<file path="src/rtl/clz_pkg.sv">
// Shared sizing helpers for the pipelined leading-zero/one counter.
package clz_pkg;

  function automatic int clz_cw(input int width);
    return $clog2(width + 1);
  endfunction

  function automatic int clz_pad(input int width);
    return 1 << $clog2(width);
  endfunction

  // Stage s owns tree levels up to ceil((s+1)*levels/stages)-1.
  function automatic int clz_stage_of(input int level, input int levels, input int stages);
    int r;
    r = stages - 1;
    for (int s = stages - 1; s >= 0; s--) begin
      if (level <= ((s + 1) * levels + stages - 1) / stages - 1) r = s;
    end
    return r;
  endfunction

endpackage

</file>
<file path="src/rtl/clz_pipe_level.sv">
// One level of the leading-bit tree: merges N node pairs, optionally registered.
// IW == 0 selects the 2-bit encoder form, whose input positions are ignored.
module clz_pipe_level #(
  parameter int N = 1,
  parameter int IW = 0,
  parameter int DW = 1,
  parameter bit REG = 1'b0,
  localparam int IWP = (IW == 0) ? 1 : IW,
  localparam int OW = IW + 1
) (
  input  logic              clk,
  input  logic              rst,
  input  logic              en,
  input  logic              v_in,
  input  logic [DW-1:0]     d_in,
  input  logic [2*N-1:0]    nv_in,
  input  logic [2*N*IWP-1:0] np_in,
  output logic              v_out,
  output logic [DW-1:0]     d_out,
  output logic [N-1:0]      nv_out,
  output logic [N*OW-1:0]   np_out
);

  logic [N-1:0]    nv_c;
  logic [N*OW-1:0] np_c;

  // Node 2j+1 is the more significant half of pair j.
  for (genvar j = 0; j < N; j++) begin : g_node
    logic vl, vr;
    assign vl = nv_in[2*j+1];
    assign vr = nv_in[2*j];
    assign nv_c[j] = vl | vr;
    if (IW == 0) begin : g_enc
      assign np_c[j] = ~vl;
    end else begin : g_merge
      assign np_c[j*OW +: OW] = vl ? {1'b0, np_in[(2*j+1)*IW +: IW]}
                                   : {1'b1, np_in[2*j*IW +: IW]};
    end
  end

  if (IW == 0) begin : g_enc_sink
    logic unused_np;
    assign unused_np = ^np_in;
  end

  if (REG) begin : g_reg
    always_ff @(posedge clk) begin
      if (rst) begin
        v_out  <= 1'b0;
        d_out  <= '0;
        nv_out <= '0;
        np_out <= '0;
      end else if (en) begin
        v_out  <= v_in;
        d_out  <= d_in;
        nv_out <= nv_c;
        np_out <= np_c;
      end
    end
  end else begin : g_comb
    logic unused_ctl;
    assign unused_ctl = clk ^ rst ^ en;
    assign v_out  = v_in;
    assign d_out  = d_in;
    assign nv_out = nv_c;
    assign np_out = np_c;
  end

endmodule

</file>
<file path="src/rtl/clz_pipe.sv">
// Pipelined leading-zero/one counter. Define CLZ_PIPE_NORM_EN to add a
// registered normalising shift stage and the out_norm port.
module clz_pipe
  import clz_pkg::*;
#(
  parameter int WIDTH = 32,
  parameter int PIPE_STAGES = 2,
  localparam int CW = clz_cw(WIDTH)
) (
  input  logic             clk,
  input  logic             rst,
  input  logic             in_valid,
  output logic             in_ready,
  input  logic [WIDTH-1:0] in_data,
  input  logic             in_ones,
  output logic             out_valid,
  input  logic             out_ready,
  output logic [CW-1:0]    out_count,
  output logic             out_zero
`ifdef CLZ_PIPE_NORM_EN
  ,
  output logic [WIDTH-1:0] out_norm
`endif
);

  localparam int P = clz_pad(WIDTH);
  localparam int L = $clog2(P);
`ifdef CLZ_PIPE_NORM_EN
  localparam int DW = WIDTH;
`else
  localparam int DW = 1;
`endif

  // Handshake: a word moves when valid && ready on that side. Every stage
  // shifts together on advance; a held output freezes the whole pipe, and
  // in_ready reaches out_ready only through advance.
  logic advance;
  assign advance  = out_ready || !out_valid;
  assign in_ready = advance && !rst;

  logic [WIDTH-1:0] scan_w;
  logic [P-1:0]     padded;
  logic [DW-1:0]    word_in;
  assign scan_w = in_ones ? ~in_data : in_data;

  // Ones below the LSB make an all-clear word terminate exactly at WIDTH.
  if (P > WIDTH) begin : g_pad
    assign padded = {scan_w, {(P-WIDTH){1'b1}}};
  end else begin : g_nopad
    assign padded = scan_w;
  end

`ifdef CLZ_PIPE_NORM_EN
  assign word_in = in_data;
`else
  assign word_in = 1'b0;
`endif

  for (genvar lv = 0; lv < L; lv++) begin : g_lvl
    localparam int N   = P >> (lv + 1);
    localparam int IWP = (lv == 0) ? 1 : lv;
    localparam bit REG = (lv == L - 1) ||
                         (clz_stage_of(lv, L, PIPE_STAGES) != clz_stage_of(lv + 1, L, PIPE_STAGES));
    logic                v_i, v_o;
    logic [DW-1:0]       d_i, d_o;
    logic [2*N-1:0]      nv_i;
    logic [2*N*IWP-1:0]  np_i;
    logic [N-1:0]        nv_o;
    logic [N*(lv+1)-1:0] np_o;

    if (lv == 0) begin : g_src
      assign v_i  = in_valid;
      assign d_i  = word_in;
      assign nv_i = padded;
      assign np_i = '0;
    end else begin : g_chain
      assign v_i  = g_lvl[lv-1].v_o;
      assign d_i  = g_lvl[lv-1].d_o;
      assign nv_i = g_lvl[lv-1].nv_o;
      assign np_i = g_lvl[lv-1].np_o;
    end

    clz_pipe_level #(.N(N), .IW(lv), .DW(DW), .REG(REG)) u_level (
      .clk   (clk),
      .rst   (rst),
      .en    (advance),
      .v_in  (v_i),
      .d_in  (d_i),
      .nv_in (nv_i),
      .np_in (np_i),
      .v_out (v_o),
      .d_out (d_o),
      .nv_out(nv_o),
      .np_out(np_o)
    );
  end

  logic          root_v;
  logic          root_nv;
  logic [L-1:0]  root_pos;
  logic [DW-1:0] root_word;
  logic [CW-1:0] count_c;
  logic          zero_c;

  assign root_v    = g_lvl[L-1].v_o;
  assign root_nv   = g_lvl[L-1].nv_o[0];
  assign root_pos  = g_lvl[L-1].np_o;
  assign root_word = g_lvl[L-1].d_o;
  assign count_c   = root_nv ? CW'(root_pos) : CW'(WIDTH);
  assign zero_c    = (count_c == CW'(WIDTH));

`ifdef CLZ_PIPE_NORM_EN
  always_ff @(posedge clk) begin
    if (rst) begin
      out_valid <= 1'b0;
      out_count <= '0;
      out_zero  <= 1'b0;
      out_norm  <= '0;
    end else if (advance) begin
      out_valid <= root_v;
      out_count <= root_v ? count_c : '0;
      out_zero  <= root_v && zero_c;
      out_norm  <= (root_v && !zero_c) ? (root_word << count_c) : '0;
    end
  end
`else
  logic unused_word;
  assign unused_word = ^root_word;
  assign out_valid   = root_v;
  assign out_count   = root_v ? count_c : '0;
  assign out_zero    = root_v && zero_c;
`endif

endmodule

</file>
<file path="config.mk">
export PLATFORM = sky130hd
export DESIGN_NAME = clz_pipe
export DESIGN_NICKNAME = d
export VERILOG_FILES = /design/src/rtl/clz_pkg.sv /design/src/rtl/clz_pipe_level.sv /design/src/rtl/clz_pipe.sv
export SDC_FILE = /design/constraint.sdc
export NUM_CORES = 1
export LEC_CHECK = 0
export CORE_MARGIN = 1
export CORE_UTILIZATION = 30
export CTS_CLUSTER_SIZE = 16
export DETAILED_ROUTE_END_ITERATION = 6
export SYNTH_ARGS = -nofsm -noshare
export SYNTH_HDL_FRONTEND = slang
export SYNTH_SLANG_ARGS = --single-unit
</file>
<file path="constraint.sdc">
create_clock -name clk -period 1.5 [get_ports clk]
set_input_delay 0.3 -clock clk [delete_from_list [all_inputs] [get_ports clk]]
set_output_delay 0.3 -clock clk [all_outputs]
set_load 0.02 [all_outputs]
</file>
==> flow_summary.yaml <==
sta:
  fin_skew_ps: 1.77
  worstMarginPinSlew_ps: 310
  clock.fmax_mhz: 689
  drv_slew: 0
  hold_slack_ps: 456
  setup_ws_ps: 48.8
  fin_crit_sh_pct: 96.7
  rsz0062_at_grt: "no"
  fin_crit_ps: 1450
  setup_viol_count_final: 0
  hold_viol: 0
  relSlewSlack_pct: 79.3
global_route:
  grt_use_total_pct: 13.8
  grt_max_degree: 29
  overflow: 0
  grt_pass1_wl_um: 6070
  antenna_found_initial: 0
  grt_pass1_vias: 1415
worst_setup_path:
  startpoint_type: "input port"
  required_ps: 1650
  reg2reg_depth: 4
  reg2reg_from: "g_lvl[2].u_level.nv_out[1]"
  cp-end-kind: "flip-flop"
  r2r-end: "g_lvl[4].u_level.np_out[1]"
  critical_path.max_fanout: 2
  r2r_slack_ps: 340
  cp.arrival_ps: 1600
  crit_type: "input port to flip-flop"
synth:
  synth_top_area_cell: "dfxtp_1"
  syn_area_um2: 1560
  syn-num-nets: 246
  synth_edf_count: 0
  syn-instance-count: 209
  ys_ff_latch: 24
  ys_seq_area_share_pct: 30.7
  yosys_most_used_dff: "dfxtp_1"
  ys_async_sr_fraction_pct: 0
  synth.area.top_cells: "dfxtp_1, nor2_1, nor3_1"
  synth_most_common_cell: "nor2_1"
  synth_common_cells: "nor2_1, dfxtp_1, nand2_1"
  synth.avg_cell_area_um2: 7.48
  synth.top_cell.area_share_pct: 30.7
  ys_types: 38
  synth_warnings: 0
detailed_routing:
  drc: 0
  drt_iter0_markers: 74
  wire_per_inst_um: 11.0
  dr_total_vias: 1682
  viasPerCell: 4.99
  detail-route-antenna-nets: 0
  firstDrtPassIters: 4
  routed_wl_um: 3690
power:
  total_leakage_power_nw: 0.905
  power.density_nw_per_um2: 671
  vdd_ir_drop_max_mv: 0.292
  total_power_mw: 1.53
place:
  hpwl_um: 2800
  portBuffers: 45
  placed_cells: 333
  gp_congestion: 0.741
  pre_cts_ws_ps: -426
clock_network:
  clkLatencyLatePin_ps: 260
  post_cts_buffers: 0
  clk_pin_slew_worst_paths_ps: 80
  root_buffer: "clkbuf_8"
  tritoncts: "done"
  cts_made_buffers: 3
  cts.sink_count: 24
  h-tree-depth: 1
  clk_path_buf_depth: 2
  hold_buffers: 0
floorplan:
  core_um2: 4880
  die_w_um: 74.2
  die_h_um: 74.2
  start_util_pct: 32.1
  num_io_pins: 46
  dieArea_um2: 5510
  rows: 25
min_path:
  worstHoldStart: "g_lvl[2].u_level.v_out"
  holdPathEnd: "g_lvl[2].u_level.v_out"
  hold_depth: 2
  holdCritPathClass: "flip-flop to flip-flop"
flow_run:
  cap_viol_max_count: 0
cells_and_area:
  layout.nets: 308
  n_antenna_cell: 0
  final_cells: 337
  drive_gt1_share_pct: 16.7
  area_growth_pct: 45.7
  postLayoutCoreUtil_pct: 46.7
status:
  status: "completed"
layout by cell type (no fill, tap or decap), types with 2 or more instances in the layout:
cell	instances
nand2b_1	5
o21ai_1	3
a22oi_1	2
inv_1	4
nor3_2	3
o22a_1	3
clkbuf_2	6
nand2_1	21
clkbuf_8	4
a211oi_1	6
dlygate4sd2_1	2
o211ai_1	4
clkdlybuf4s50_1	33
nor3_1	16
nor2b_1	12
dfxtp_1	23
buf_4	25
a21oi_1	10
or4_1	3
o2111ai_1	4
a31oi_1	6
mux2i_1	6
a221oi_1	3
xor2_1	3
a2bb2oi_1	2
a2111o_1	3
nand3_1	7
and3_1	5
and4_1	2
nor2_1	27
final cells by class:
type	count	area [um^2]
Sequential cell	24	482
Clock buffer	4	55.1
Timing Repair Buffer	72	636
Multi-Input combinational cell	166	1010
Fill cell	492	2600
Tap cell	67	83.8
Inverter	4	15.0
report_power, final:
group	switching (mW)	total [mW]	internal (mW)
Clock	0.194	0.428	0.234
Sequential	0.0315	0.708	0.676
Combinational	0.174	0.393	0.219
worst max path at each step:
stage	slack [ps]	cells after the start	startpoint	endpoint
floorplan	60	3	g_lvl[4].u_level.v_out	in_ready
global placement	-430	4	out_ready	in_ready
detailed placement	-430	6	in_ones	g_lvl[2].u_level.nv_out[0]
CTS	2	3	g_lvl[4].u_level.v_out	out_count[0]
global route	7	5	in_data[10]	g_lvl[2].u_level.nv_out[1]
finish	50	5	in_data[1]	g_lvl[2].u_level.nv_out[0]
critical path: stages:
cell and delay [ps]:
clkdlybuf4s50_1 410, or4_1 500, o22a_1 190, nor3_1 130, nor3_1 70
registers in the layout (all words and copies together), names as in the netlist:
name and count:
g_lvl.u_level.v_out 2, g_lvl.u_level.nv_out 5, g_lvl.u_level.np_out 17
cells by family (layout without fill, tap and decap cells):
group	Yosys count	count (layout)	synth area share (%)
flip-flops	24	24	30.7
AO/OA/AOI/OAI	53	53	24.9
multiplexers	6	6	3.84
XOR/XNOR	3	3	1.68
AND/OR/NAND/NOR	104	104	33.0
buffers and inverters	19	80	5.84
per-layer routing:
layer | vias to the layer above | share of wire [%] | routed length [um] | global-route usage, %
met5 | - | 0 | 0 | 0
met4 | 0 | 0.38 | 14 | 2.56
met3 | 2 | 4.4 | 163 | 2.98
met2 | 35 | 44 | 1640 | 22.7
met1 | 749 | 51 | 1880 | 18.7
li1 | 896 | - | - | -
stage by stage:
step	setup TNS [ps]	instance area, um^2
after floorplan	0	1560
final	0	2280
after CTS	0	2290
after global routing	0	2280
after detailed placement	-5380	2240
after global placement	-5290	2240
timing repair:
| item | CTS | global route |
|---|---|---|
| gates resized for setup | 23 | 12 |
| setup endpoints to repair | 20 | 8 |
| pin swaps | 0 | 3 |
No activity file was read; power rests on OpenSTA's default activity.
